File: src/rtl/biu.sv
// biu: arbitrates I-cache and D-cache line traffic onto one edge-triggered memory port.
// Define BIU_TIMEOUT_EN to add a read watchdog that raises err and halts the unit.
`ifndef CMEM_LINE
`define CMEM_LINE 512
`endif

module biu #(
  parameter int TIMEOUT = 64
) (
  input  logic                  clk,
  input  logic                  rst_n,
  input  logic [63:0]           ic_addr,
  input  logic                  ic_rd,
  output logic [`CMEM_LINE-1:0] ic_rdata,
  output logic                  ic_dv,
  input  logic [63:0]           dc_addr,
  input  logic [63:0]           dc_wdata,
  input  logic [1:0]            dc_len,
  input  logic                  dc_rd,
  input  logic                  dc_wr,
  output logic [`CMEM_LINE-1:0] dc_rdata,
  output logic                  dc_dv,
  output logic [63:0]           mem_addr,
  output logic [63:0]           mem_wdata,
  output logic [1:0]            mem_len,
  output logic                  mem_rd,
  output logic                  mem_wr,
  input  logic [`CMEM_LINE-1:0] mem_rdata,
  input  logic                  mem_dv,
  output logic                  err
);

  // state | meaning
  // IDLE  | waiting for a request, grants on the edge it is seen
  // RD    | line read outstanding, mem_rd held until mem_dv
  // WR    | single-cycle store strobe
  // GAP   | both strobes low so the memory edge detector re-arms
  // HALT  | read watchdog expired, dead until reset
  localparam logic [2:0] S_IDLE = 3'd0;
  localparam logic [2:0] S_RD   = 3'd1;
  localparam logic [2:0] S_WR   = 3'd2;
  localparam logic [2:0] S_GAP  = 3'd3;
  localparam logic [2:0] S_HALT = 3'd4;

  localparam int LW = `CMEM_LINE;

  logic [2:0]    state_q, state_d;
  logic          last_dc_q, last_dc_d;
  logic          gnt_dc_q, gnt_dc_d;
  logic [63:0]   mem_addr_q, mem_addr_d;
  logic [63:0]   mem_wdata_q, mem_wdata_d;
  logic [1:0]    mem_len_q, mem_len_d;
  logic          mem_rd_q, mem_rd_d;
  logic          mem_wr_q, mem_wr_d;
  logic [LW-1:0] ic_rdata_q, ic_rdata_d;
  logic [LW-1:0] dc_rdata_q, dc_rdata_d;
  logic          ic_dv_q, ic_dv_d;
  logic          dc_dv_q, dc_dv_d;
  logic          err_q, err_d;
  logic          dc_req;
  logic          pick_dc;
  logic          timeout_hit;

`ifdef BIU_TIMEOUT_EN
  localparam int CNT_W = $clog2(TIMEOUT + 1);
  logic [CNT_W-1:0] cnt_q, cnt_d;

  // down-counter loaded on RD entry; terminal count with no mem_dv is a timeout
  always_comb begin
    cnt_d = cnt_q;
    if (state_q != S_RD && state_d == S_RD)
      cnt_d = CNT_W'(TIMEOUT - 1);
    else if (state_q == S_RD && cnt_q != '0)
      cnt_d = cnt_q - 1'b1;
  end

  assign timeout_hit = (state_q == S_RD) && !mem_dv && (cnt_q == '0);

  always_ff @(posedge clk or negedge rst_n) begin
    if (!rst_n) cnt_q <= '0;
    else        cnt_q <= cnt_d;
  end
`else
  logic [31:0] unused_timeout;
  assign unused_timeout = TIMEOUT;
  assign timeout_hit    = 1'b0;
`endif

  assign dc_req  = dc_rd | dc_wr;
  // on a tie, the requester not granted last wins
  assign pick_dc = dc_req && (!ic_rd || !last_dc_q);

  always_comb begin
    state_d     = state_q;
    last_dc_d   = last_dc_q;
    gnt_dc_d    = gnt_dc_q;
    mem_addr_d  = mem_addr_q;
    mem_wdata_d = mem_wdata_q;
    mem_len_d   = mem_len_q;
    mem_rd_d    = mem_rd_q;
    mem_wr_d    = mem_wr_q;
    ic_rdata_d  = ic_rdata_q;
    dc_rdata_d  = dc_rdata_q;
    ic_dv_d     = 1'b0;
    dc_dv_d     = 1'b0;
    err_d       = err_q | timeout_hit;

    case (state_q)
      S_IDLE: begin
        if (ic_rd || dc_req) begin
          gnt_dc_d   = pick_dc;
          last_dc_d  = pick_dc;
          mem_addr_d = pick_dc ? dc_addr : ic_addr;
          if (pick_dc && dc_wr) begin
            state_d     = S_WR;
            mem_wr_d    = 1'b1;
            mem_len_d   = dc_len;
            mem_wdata_d = dc_wdata;
          end else begin
            state_d   = S_RD;
            mem_rd_d  = 1'b1;
            mem_len_d = 2'b11;
          end
        end
      end
      S_RD: begin
        if (mem_dv) begin
          if (gnt_dc_q) begin
            dc_rdata_d = mem_rdata;
            dc_dv_d    = 1'b1;
          end else begin
            ic_rdata_d = mem_rdata;
            ic_dv_d    = 1'b1;
          end
          mem_rd_d = 1'b0;
          state_d  = S_GAP;
        end else if (timeout_hit) begin
          dc_dv_d  = gnt_dc_q;
          ic_dv_d  = !gnt_dc_q;
          mem_rd_d = 1'b0;
          state_d  = S_HALT;
        end
      end
      S_WR: begin
        mem_wr_d = 1'b0;
        dc_dv_d  = 1'b1;
        state_d  = S_GAP;
      end
      S_GAP: begin
        state_d = S_IDLE;
      end
      S_HALT: begin
        mem_rd_d = 1'b0;
        mem_wr_d = 1'b0;
      end
      default: begin
        mem_rd_d = 1'b0;
        mem_wr_d = 1'b0;
        state_d  = S_IDLE;
      end
    endcase
  end

  always_ff @(posedge clk or negedge rst_n) begin
    if (!rst_n) begin
      state_q     <= S_IDLE;
      last_dc_q   <= 1'b0;
      gnt_dc_q    <= 1'b0;
      mem_addr_q  <= '0;
      mem_wdata_q <= '0;
      mem_len_q   <= '0;
      mem_rd_q    <= 1'b0;
      mem_wr_q    <= 1'b0;
      ic_rdata_q  <= '0;
      dc_rdata_q  <= '0;
      ic_dv_q     <= 1'b0;
      dc_dv_q     <= 1'b0;
      err_q       <= 1'b0;
    end else begin
      state_q     <= state_d;
      last_dc_q   <= last_dc_d;
      gnt_dc_q    <= gnt_dc_d;
      mem_addr_q  <= mem_addr_d;
      mem_wdata_q <= mem_wdata_d;
      mem_len_q   <= mem_len_d;
      mem_rd_q    <= mem_rd_d;
      mem_wr_q    <= mem_wr_d;
      ic_rdata_q  <= ic_rdata_d;
      dc_rdata_q  <= dc_rdata_d;
      ic_dv_q     <= ic_dv_d;
      dc_dv_q     <= dc_dv_d;
      err_q       <= err_d;
    end
  end

  assign mem_addr  = mem_addr_q;
  assign mem_wdata = mem_wdata_q;
  assign mem_len   = mem_len_q;
  assign mem_rd    = mem_rd_q;
  assign mem_wr    = mem_wr_q;
  assign ic_rdata  = ic_rdata_q;
  assign dc_rdata  = dc_rdata_q;
  assign ic_dv     = ic_dv_q;
  assign dc_dv     = dc_dv_q;
  assign err       = err_q;

endmodule

File: config.mk
export PLATFORM = sky130hd
export DESIGN_NAME = biu
export DESIGN_NICKNAME = d
export VERILOG_FILES = /design/src/rtl/biu.sv
export SDC_FILE = /design/constraint.sdc
export NUM_CORES = 1
export LEC_CHECK = 0
export ABC_AREA = 1
export BUFFER_PORTS_ARGS = -buffer_cell sky130_fd_sc_hd__buf_2
export CAP_MARGIN = 20
export CORE_AREA = 2 2 722 724
export DETAILED_ROUTE_END_ITERATION = 7
export DIE_AREA = 0 0 724 726
export GPL_ROUTABILITY_DRIVEN = 0
export PLACE_DENSITY_LB_ADDON = 0.2
export SETUP_SLACK_MARGIN = 0.2
export SYNTH_ARGS = -nofsm -noshare
export SYNTH_HDL_FRONTEND = slang
export SYNTH_SLANG_ARGS = --single-unit
File: constraint.sdc
create_clock -name clk -period 3.6 [get_ports clk]
set_clock_uncertainty 0.15 [all_clocks]
set_input_delay 0.72 -clock clk [delete_from_list [all_inputs] [get_ports clk]]
set_output_delay 0.72 -clock clk [all_outputs]
set_load 0.005 [all_outputs]
* Word level (Yosys, flattened, before mapping)
Index checks and enable logic that the tools add are counted.
Cells by class: equality and inequality tests 8, mux-type cells 19, bitwise logic cells 5, reduce and logical (&&, ||, !) cells 16
Operators with widths (number):
- 64-bit 2-to-1 mux | 1
- 3-bit AND reduction | 5
- 3-bit one-hot mux with 4 select lines | 1
- 1-bit 2-to-1 mux | 10
- 2-bit != test (second input constant) | 4
- 3-bit by 2-bit equality test with 1-bit output (second input constant) | 2
- 3-bit 2-to-1 mux | 2
- 2-bit 2-to-1 mux | 2
- 1-bit NOT | 4
- 1-bit one-hot mux with 2 select lines | 2
- 4-bit AND reduction | 1
- 2-bit OR reduction | 2
- 3-bit by 1-bit equality test with 1-bit output (second input constant) | 1
- 3-bit equality test (second input constant) | 1
- 3-bit zero test | 1
- 1-bit one-hot mux with 3 select lines | 1
- 1-bit logical AND | 2
- 1-bit zero test | 2
- 1-bit logical OR | 2
- 2-bit AND reduction | 1
- 1-bit OR | 1
Word-level totals: output and inout port bits 1159, logic and storage cells 59, input bits 712, register bits after elaboration 1162

* Depth between registers and ports, before layout
depth after elaboration 7, mapped depth 10, depth with buffers taken out 7

* Least setup slack after synthesis
No wires, ideal clock.
path type input to register, from input port mem_dv, to register dc_rdata_q[131], in the netlist dc_rdata[131], path buffers 2, setup slack 1.842 ns, cell stages on the path 4, library setup time 0.135 ns, data arrival time 1.474 ns, cell sequence nand3_2 clkbuf_1 clkbuf_1 o21ai_0
On the way: longest elaborated chain between the ends 1
Ends and longest elaborated chain:
- from (decl) | line 29 | input logic mem_dv,
- 3-bit AND reduction (no line)
- to (signal assigned) | line 189 | dc_rdata_q <= dc_rdata_d;
- to (decl) | line 56 | logic [LW-1:0] dc_rdata_q, dc_rdata_d;
Every way passes these cells. A chain may end at the register's enable or synchronous reset.

* Worst setup path after layout
from register state_q[0], to register mem_addr_q[59], in the netlist mem_addr[59]
On the way: longest elaborated chain between the ends 2
Ends and longest elaborated chain:
- from (decl) | line 47 | logic [2:0] state_q, state_d;
- from (signal assigned) | line 180 | state_q <= state_d;
- 3-bit zero test | line 108 | case (state_q)
- 2-bit AND reduction (no line)
- to (signal assigned) | line 183 | mem_addr_q <= mem_addr_d;
- to (decl) | line 50 | logic [63:0] mem_addr_q, mem_addr_d;
Every way passes these cells.

==> results.txt <==
The number of buffers created by CTS is 163. The setup check on the worst reg-to-reg path leaves a slack of 0.87 ns. The initial core utilization came out at 8.46%. The layout filler cell count is 59800.

STA classifies the critical path endpoint as a flip-flop. The number of hold-repair buffers added at the cts stage is 576. After clock tree synthesis, the repair step resized 0 gates. Sorting the synthesized cells by area gives the leading types as dfrtp_1 66%, nand2_1 12%, o21ai_1 6.4%, o21ai_0 5.9%, inv_1 4.9%. The average vias per placed instance came out at 2.99. The run finished with clean final reports. The pin slew with the least headroom to its limit came out at 0.898 ns. The final antenna-violating net count is 0.

The endpoint identified for the worst register-to-register timing path is mem_addr[59]. Static timing analysis puts the maximum clock frequency at 367 MHz. The cell type contributing the most total cell area after synthesis is dfrtp_1. During I/O placement, the number of pins put on the boundary was 1871. The remaining design rule violation count came out at 0.

The total negative slack for setup checks came out at 0 ns. The CTS H-tree depth came out at 4. The number of hold-slack violations in the final timing report came to 0. The reported max-cap violation count is 0. In this run the critical register-to-register path is launched from state_q[0].

The worst reg-to-reg path cell count is 9. The total detailed-routing wirelength is 358 mm. The clock transition at the register clock pins on the worst setup and hold paths after CTS is 0.06 ns.

Dividing the detail-routed wire length by the instance count gives 25.2 um. The placeable core region is 519000 um^2. The kind of critical path is flip-flop to flip-flop. The total via count after detailed routing is 42500. The global-route wire length before repair came out at 454 mm. The half-perimeter wire length of the detailed placement result is 301 mm. The cell at the root of the clock tree is clkbuf_16. The final layout net count is 7774. The die is 726 um tall. The post-synthesis instance total is 4626. The synthesized design contains 1161 register bits. The hold-critical path endpoint is ic_rdata[187]. The ratio of final minimum period to clock period is 75.7%. The post-synthesis cell type count came out at 20. The data arrival time of the critical path came out at 3.30 ns. The fraction of final layout cells with drive strength greater than 1 came out at 30.7%.

The leakage power of the design is 0.0367 uW. The startpoint of the tightest hold check path is mem_rdata[187]. The residual overflow from global routing came out at 0. The minimum clock period after layout came out at 2.73 ns. The number of cells on the worst hold path came out at 3.

The max-slew violation count is 0. Buffers added to address setup during post-CTS repair amount to 0. The cell area power density is 853 nW/um^2. The quantity of I/O buffers inserted on ports came out at 1869. The worst hold path belongs to the class primary input to flip-flop. The number of clock sinks came out at 1161. The first element of the critical path is state_q[0].

The initial antenna violation count is 213. The maximum vdd drop is 0.000446 V. The number of placement rows is 265. The overall die area is 526000 um^2. Setup repair after global routing left no endpoint under its margin. The relative slew slack is 40.1%. The design draws 62200 uW. The maximum fanout along the worst path is 44. TritonCTS built the clock tree. The top-area cell type share of the netlist area is 66.2%. The first detailed-routing pass ran for 5 iterations. The required time reported for the critical path endpoint is 4.18 ns. The number of buffers on the longest clock path came out at 4. The area growth from synthesis to layout came out at 66.2%. The post-synthesis average cell area is 9.48 um^2. The count of endpoints failing setup in the final report came out at 0. The launching element type of the critical path is a flip-flop. The Yosys step of the flow raised 0 warnings. Global routing used 13.1% of the available tracks across all layers. The horizontal extent of the die came out at 724 um. When the netlist entered floorplanning its net count stood at 5343. The clock latency on the worst-skew pair came out at 0.85 ns. Entering global routing, the biggest net connects 165 pins. Of the synthesized area, sequential elements account for 66.2%.

The cell area after technology mapping came out at 43900 um^2. The number of DRC markers in iteration 0 came out at 3041. The via count of the first global-routing pass is 42600.
synthesized netlist by cell type:
cell type  number
clkbuf_1      131
inv_2           4
o21bai_1        1
nand3_1        18
a21oi_1         2
o21ai_0       519
nand2_1      1455
ha_1            5
a21oi_2         1
nor2_1         58
dfrtp_1      1161
nor2_2          1
buf_6           9
buf_4          54
nand2_2         3
inv_1         570
o21ai_1       557
buf_2          74
conb_1          1
nand3_2         2
sequential cells by signal, summed over array words and instances (netlist names):
name	flops
ic_rdata	512
mem_len	2
ic_dv	1
mem_rd	1
mem_wr	1
mem_wdata	64
mem_addr	64
state_q	2
dc_dv	1
gnt_dc_q	1
dc_rdata	512
metrics by stage:
step           util (%)  std cells  instance area [um^2]  hold slack [ns]  worst slack [ns]
5_1_grt            14.0      14200                 72800           0.0233             0.718
3_3_place_gp       11.9      13300                 61700            0.312             0.808
2_1_floorplan         -       4626                 43900            0.274              1.84
3_5_place_dp       11.9      13300                 61700            0.312             0.848
4_1_cts            14.0      14100                 72700         0.000152             0.797
6_report           14.1      14200                 72900           0.0759             0.875
placed cells by master, fill, tap and decap left out, types with 35 or more instances in the layout:
| master | synthesis | final |
|---|---|---|
| buf_12 | 0 | 35 |
| buf_2 | 74 | 1868 |
| buf_4 | 54 | 55 |
| clkbuf_1 | 131 | 41 |
| clkbuf_16 | 0 | 164 |
| dfrtp_1 | 1161 | 1161 |
| diode_2 | 0 | 93 |
| dlygate4sd3_1 | 0 | 576 |
| inv_1 | 570 | 570 |
| nand2_1 | 1455 | 1455 |
| nor2_1 | 58 | 58 |
| o21ai_0 | 519 | 519 |
| o21ai_1 | 557 | 557 |
layer usage:
layer / share of wire (%) / GRT usage [%]
met1: 39 / 15.1
met2: 48 / 22.4
met3: 8.5 / 4.25
met4: 4.5 / 4.90
met5: 0.16 / 0
power breakdown:
| part | switching (uW) | total [uW] | internal [uW] |
|---|---|---|---|
| sequential | 3450 | 22400 | 18900 |
| clock | 7040 | 16500 | 9490 |
| combinational | 15100 | 23300 | 8180 |
| total | 25600 | 62200 | 36600 |
layout make-up:
class	count	area (um^2)	share of cell area [%]
multi-input cells	2623	11300	15.5
inverters	574	2160	2.97
well taps	6942	8690	11.9
repair buffers	2534	16200	22.3
clock inverters	47	637	0.874
diodes	93	233	0.319
flip-flops and latches	1161	29100	39.9
clock buffers	229	4590	6.29
how the worst max path moves through the flow:
stage,endpoint,cells past startpoint
2_1_floorplan,dc_rdata[131],4
3_3_place_gp,mem_addr[56],7
3_5_place_dp,mem_addr[47],7
4_1_cts,dc_rdata[161],1
5_1_grt,ic_rdata[345],8
6_report,mem_addr[59],9
cells by family (layout without fill, tap and decap cells):
group	Yosys count	count (layout)	synth area share (%)
flip-flops	1161	1161	66.2
buffers and inverters	842	3384	8.03
AND/OR/NAND/NOR	1537	1537	13.3
AO/OA/AOI/OAI	1080	1080	12.3
other	1	94	0.00855
adder cells (fa/ha/maj)	5	5	0.143
critical path, cell delays in order (launching register included):
cell           delay [ns]
dfrtp_1              0.42
inv_1                0.11
ha_1                 0.40
inv_2                0.10
a21oi_4              0.20
inv_2                0.05
buf_4                0.27
nand2_1              0.16
o21ai_1              0.07
dlygate4sd3_1        0.55
Power figures use the tool's default switching activity.
